File: src/rtl/serial_subtractor.sv
// Bit-serial WIDTH-bit subtractor D = A - B - BI, one bit per clock LSB first.
// Define SERSUB_OVF_EN to add the registered signed-overflow output o_v.
module serial_subtractor #(
   parameter int WIDTH = 8
) (
   input  logic             i_clk,
   input  logic             i_rst,
   input  logic             i_start,
   input  logic [WIDTH-1:0] i_a,
   input  logic [WIDTH-1:0] i_b,
   input  logic             i_bi,
   output logic             o_busy,
   output logic             o_done,
   output logic [WIDTH-1:0] o_d,
   output logic             o_bo,
   output logic             o_z
`ifdef SERSUB_OVF_EN
   ,
   output logic             o_v
`endif
);

   localparam int CW = $clog2(WIDTH);

   localparam logic [1:0] S_IDLE = 2'd0;
   localparam logic [1:0] S_RUN  = 2'd1;
   localparam logic [1:0] S_FIN  = 2'd2;

   logic [1:0]       r_state;
   logic [WIDTH-1:0] r_a;
   logic [WIDTH-1:0] r_b;
   logic [WIDTH-1:0] r_d;
   logic             r_br;
   logic [CW-1:0]    r_cnt;
   logic             r_last;
`ifdef SERSUB_OVF_EN
   logic             r_a_msb;
   logic             r_b_msb;
`endif

   logic w_a_bit;
   logic w_b_bit;
   logic w_d_bit;
   logic w_br_next;

   // Single full-subtractor cell fed by the LSBs of the operand shifters.
   assign w_a_bit   = r_a[0];
   assign w_b_bit   = r_b[0];
   assign w_d_bit   = w_a_bit ^ w_b_bit ^ r_br;
   assign w_br_next = (~w_a_bit & w_b_bit) | (~(w_a_bit ^ w_b_bit) & r_br);

   assign o_busy = (r_state == S_RUN);
   assign o_done = (r_state == S_FIN);

   // NOTE: all state updates use non-blocking assignments so every register
   // samples the pre-edge values, exactly like the flops they describe.
   always_ff @(posedge i_clk) begin
      if (i_rst) begin
         r_state <= S_IDLE;
         r_a     <= '0;
         r_b     <= '0;
         r_d     <= '0;
         r_br    <= 1'b0;
         r_cnt   <= '0;
         r_last  <= 1'b0;
         o_d     <= '0;
         o_bo    <= 1'b0;
         o_z     <= 1'b0;
`ifdef SERSUB_OVF_EN
         r_a_msb <= 1'b0;
         r_b_msb <= 1'b0;
         o_v     <= 1'b0;
`endif
      end else begin
         case (r_state)
            S_RUN: begin
               if (!r_last) begin
                  r_a  <= r_a >> 1;
                  r_b  <= r_b >> 1;
                  r_d  <= {w_d_bit, r_d[WIDTH-1:1]};
                  r_br <= w_br_next;
                  if (r_cnt == CW'(WIDTH - 1)) begin
                     r_last <= 1'b1;
                  end else begin
                     r_cnt <= r_cnt + 1'b1;
                  end
               end else begin
                  // All bits are in: publish the result on the way into FIN.
                  o_d     <= r_d;
                  o_bo    <= r_br;
                  o_z     <= (r_d == '0);
`ifdef SERSUB_OVF_EN
                  o_v     <= (r_a_msb != r_b_msb) && (r_d[WIDTH-1] != r_a_msb);
`endif
                  r_state <= S_FIN;
               end
            end
            default: begin
               // IDLE and FIN both accept a new operation.
               if (i_start) begin
                  r_a     <= i_a;
                  r_b     <= i_b;
                  r_br    <= i_bi;
                  r_cnt   <= '0;
                  r_last  <= 1'b0;
`ifdef SERSUB_OVF_EN
                  r_a_msb <= i_a[WIDTH-1];
                  r_b_msb <= i_b[WIDTH-1];
`endif
                  r_state <= S_RUN;
               end else begin
                  r_state <= S_IDLE;
               end
            end
         endcase
      end
   end

endmodule

File: config.mk
export PLATFORM = sky130hd
export DESIGN_NAME = serial_subtractor
export DESIGN_NICKNAME = d
export VERILOG_FILES = /design/src/rtl/serial_subtractor.sv
export SDC_FILE = /design/constraint.sdc
export NUM_CORES = 1
export LEC_CHECK = 0
export ABC_AREA = 1
export BUFFER_PORTS_ARGS = -buffer_cell sky130_fd_sc_hd__buf_4
export CAP_MARGIN = 15
export CELL_PAD_IN_SITES_DETAIL_PLACEMENT = 2
export CELL_PAD_IN_SITES_GLOBAL_PLACEMENT = 2
export CORE_MARGIN = 2
export CORE_UTILIZATION = 31
export CTS_BUF_LIST = sky130_fd_sc_hd__clkbuf_4 sky130_fd_sc_hd__clkbuf_8
export CTS_CLUSTER_DIAMETER = 120
export DETAILED_ROUTE_END_ITERATION = 6
export HOLD_SLACK_MARGIN = 0.15
export PLACE_DENSITY_LB_ADDON = 0.1
export SLEW_MARGIN = 20
export SYNTH_ARGS = -nofsm -noshare
export SYNTH_HDL_FRONTEND = slang
export SYNTH_SLANG_ARGS = --single-unit
export TNS_END_PERCENT = 100
File: constraint.sdc
create_clock -name i_clk -period 1.3 [get_ports i_clk]
set_input_delay 0.26 -clock i_clk [delete_from_list [all_inputs] [get_ports i_clk]]
set_output_delay 0.26 -clock i_clk [all_outputs]
set_load 0.03 [all_outputs]
# After elaboration in Yosys (flattened, before gate mapping)
# Index checks and enable logic that the tools add are counted.
totals:
  regBits: 41
classes:
  n_addsub: 1
  n_eq_ne: 6
  mux: 20
  n_bitwise: 8
  reduce_logical: 6
ops:
  columns: ["op", "n"]
  rows:
  - ["8-bit two-way mux", 6]
  - ["3-bit two-way mux", 4]
  - ["8-bit logical NOT", 1]
  - ["1-bit two-way mux", 8]
  - ["2-bit AND reduction", 3]
  - ["2-bit two-way mux", 2]
  - ["2-bit != test (second input constant)", 2]
  - ["3-bit by 1-bit adder with 3-bit output (second input constant)", 1]
  - ["3-bit == test (second input constant)", 1]
  - ["1-bit inverter", 3]
  - ["3-bit AND reduction", 1]
  - ["1-bit AND", 2]
  - ["2-bit by 1-bit == test with 1-bit output (second input constant)", 1]
  - ["2-bit == test (second input constant)", 1]
  - ["2-bit by 1-bit != test with 1-bit output (second input constant)", 1]
  - ["2-bit nonzero test", 1]
  - ["1-bit bitwise XOR", 2]
  - ["1-bit OR", 1]

# Longest topological paths before layout
depth:
  depth_word: 6
  ltp_mapped: 8
  mapped_depth_nobuf: 7

# Worst setup path before layout
# Ideal clock, no wire load.
synth_timing:
  kind: "register to register"
  startpoint: "register r_cnt[0]"
  endpoint: "register r_cnt[0]"
  setup_time_ps: 117
  arrival_time_ps: 1014
  required_ps: 1183
  path_slack_ps: 168
  stages_incl_launch_ff: 7
  path_buffers: 0
  period_less_slack_ps: 1132
  path_cell_list: "dfxtp_1 ha_1 ha_1 nor2_1 nand2_1 a21boi_0 nor2_1"
synth_between:
  elab_chain_len: 4
  word_cells_on_any_way: 7
  classes_between: "add/sub: 1; eq/ne: 2; mux: 3; reduce/logical: 1"
synth_rtl:
  columns: ["element", "line", "source"]
  rows:
  - ["from (decl)", "34", "logic [CW-1:0] r_cnt;"]
  - ["from (signal assigned)", "85", "r_cnt <= r_cnt + 1'b1;"]
  - ["3-bit by 1-bit adder with 3-bit output", "85", null]
  - ["3-bit two-way mux", "82", "if (r_cnt == CW'(WIDTH - 1)) begin"]
  - ["3-bit two-way mux", "77", "if (!r_last) begin"]
  - ["3-bit two-way mux", "75", "case (r_state)"]
# Several ways; a longest one is shown, not always the timed one. The select of a mux whose other input is x is not followed.
# A chain may end at the register's enable or synchronous reset.

# Worst setup path in the final report
layout_timing:
  startpoint: "register r_cnt[1]"
  endpoint: "register r_cnt[2]"
# Same word-level chain as after synthesis.

==> results by group <==
Status
  – Outcome: complete, no violations

Placement
  – Place WS: 0.0218 ns
  – Placer Congestion: 0.695
  – Placed instance count: 366
  – PortBufs: 31
  – DP Area: 2170 um^2
  – Post-DP HPWL: 3.95 mm

Clock network
  – CTS H-tree lvls: 2
  – TritonCTS Buffers: 5
  – Clock Path Buffers: 2
  – CTS tree: yes
  – CTS root buf: clkbuf_8
  – Worst skew pair latency: 0.30 ns
  – CTS sink cnt: 41
  – Clock transition at the registers of the reported paths: 0.08 ns

Drt
  – Drt first pass iters: 4
  – Via density: 4.92
  – Via Count: 1850
  – WL final: 5.85 mm
  – Post-route ant nets: 0
  – DRC: 0
  – First-iteration detailed-routing DRC count: 62
  – Routed WL per cell: 15.6 um

STA
  – Final WS setup: 0.0325 ns
  – Least-Margin Pin Slew: 0.235 ns
  – Final Critical Period: 1.27 ns
  – Final Max Slew Viols: 0
  – Final Hold Fails: 0
  – Setup-failing EPs final: 0
  – WHS: 0.232 ns
  – FMAX: 789 MHz
  – Final Skew: 0.00801 ns
  – Slew HR: 0.843
  – Final period util: 0.975

Floorplanning
  – Num rows: 27
  – Die area: 6530 um^2
  – Core ar.: 5610 um^2
  – Initial Util: 0.326
  – Die H: 80.8 um
  – I/O pin total: 32
  – Die width: 80.8 um

Worst setup path
  – CP Launch Type: register
  – Crit Path Class: register to register
  – CP max stage delay: 0.36 ns
  – Cell Chain, Critical Path: ha_4 > ha_4 > inv_1 > nand2_2 > nor2_4 > nand2_2 > a21oi_2
  – Bufs and invs on worst path: 1
  – CP delay by family, top: flip-flops
  – CP Data Required Time: 1.52 ns
  – Critical Path AT: 1.49 ns
  – Critical-path maximum fanout: 3
  – Crit. End Element: register
  – Slowest CP cell: dfxtp_1

Synthesis
  – Syn avg cell area: 6.87 um^2
  – Post-synth top area share: 0.449
  – Post-Syn Area: 1830 um^2
  – Unique masters post-synth: 20
  – Synth area leader: dfxtp_1
  – Syn_nets: 289
  – Yosys reg bits: 41
  – Top post-synthesis cells by area: dfxtp_1, nor2_1, nand2_1, nand3_1, o21ai_0
  – Ys Warns: 0
  – Register area share after synthesis: 0.449
  – Cell count after synthesis: 266

Pwr
  – Lkg Pwr: 1.10 nW
  – Worst vdd ir: 0.590 mV
  – Pwr dens: 1220 nW/um^2

Global route
  – Gr ovfl total: 0
  – Overall Global Routing Usage: 0.189
  – Via count of the first global-routing pass: 1976
  – Initial antenna violation count: 0
  – Largest net degree at the start of global routing: 22
  – First-pass GRT wire length: 9.34 mm

Layout
  – P&R area growth vs syn: 30.9%
  – # diodes: 0
  – Design area: 2390 um^2
  – Commonest non-fill, non-tap cell in the layout: nor2_1
  – Post-layout util: 0.427
  – Post-Layout Cell Count: 376
  – Most frequent cells in the layout: nor2_1, nand2_1, buf_4
  – Nets: 326
  – Fillers: 675
  – Layout cell share with drive strength beyond 1: 0.237

Worst hold path
  – HP Class: primary input to register

Flow run
  – # Max-Cap Violations: 0
==> area by class of cell <==
class / count / area (um^2) / area share
clock inverter: 2 / 37.5 / 0.0157
tap: 72 / 90.1 / 0.0376
multi-input combinational: 186 / 901 / 0.376
sequential: 41 / 827 / 0.346
inverter: 24 / 95.1 / 0.0397
clock buffer: 6 / 82.6 / 0.0345
timing repair buffer: 45 / 360 / 0.151
==> cells in the mapped netlist (all sizes together) <==
cell type	n
nor2	63
nand2	53
dfxtp	41
nand3	29
o21ai	25
inv	23
a21oi	12
buf	11
clkbuf	4
ha	2
a21boi	1
clkinv	1
fa	1
==> through the flow <==
step           power, mW  setup TNS [ns]
2_1_floorplan       1.66               0
3_3_place_gp        1.81               0
3_5_place_dp        1.83               0
4_1_cts             2.95         -0.0291
5_1_grt             3.10         -0.0202
6_report            2.92               0
==> worst register-to-register path: stages, from the launching register on <==
cell and delay (ns):
dfxtp_1 0.36, ha_4 0.19, ha_4 0.15, inv_1 0.07, nand2_2 0.08, nor2_4 0.13, nand2_2 0.07, a21oi_2 0.15
==> cell families after synthesis <==
kind of cell	synth area share
buffers and inverters	0.0924
AO/OA/AOI/OAI	0.105
adder cells (fa/ha/maj)	0.0246
AND/OR/NAND/NOR	0.329
flip-flops	0.449
==> power by group <==
group / switching, mW / leakage (nW) / internal [mW]
clock network: 0.464 / 0.0574 / 0.625
registers: 0.0329 / 0.336 / 1.32
logic: 0.286 / 0.708 / 0.197
total: 0.782 / 1.10 / 2.14
==> metal layers <==
metal	share of wire	GRT usage	up-vias
met3	0.023	0.0344	13
met5	0	0	-
met4	0.024	0.0627	0
li1	-	-	905
met2	0.54	0.370	28
met1	0.41	0.203	904
==> worst paths after layout <==
check	slack [ns]	end	start	cells past startpoint
hold / removal	0.23	r_a[7]	i_a[7]	3
setup reg to reg	0.03	r_cnt[2]	r_cnt[1]	7
setup / recovery	0.03	r_cnt[2]	r_cnt[1]	7
hold reg to reg	0.51	r_b[7]	r_b[7]	2
==> registers in the layout, indices dropped and copies added, names as in the netlist <==
signal,flops
o_bo,1
o_d,8
o_z,1
r_a,8
r_b,8
r_br,1
r_cnt,3
r_d,8
r_last,1
r_state,2
==> timing repair <==
item / CTS / global route
gates cloned: 0 / 0
hold buffers: 0 / 0
gates resized for setup: 15 / 14
pin swaps: 4 / 5
setup buffers: 2 / 1
endpoints found under the setup margin: 4 / 32
(Power assumes the default switching activity.)
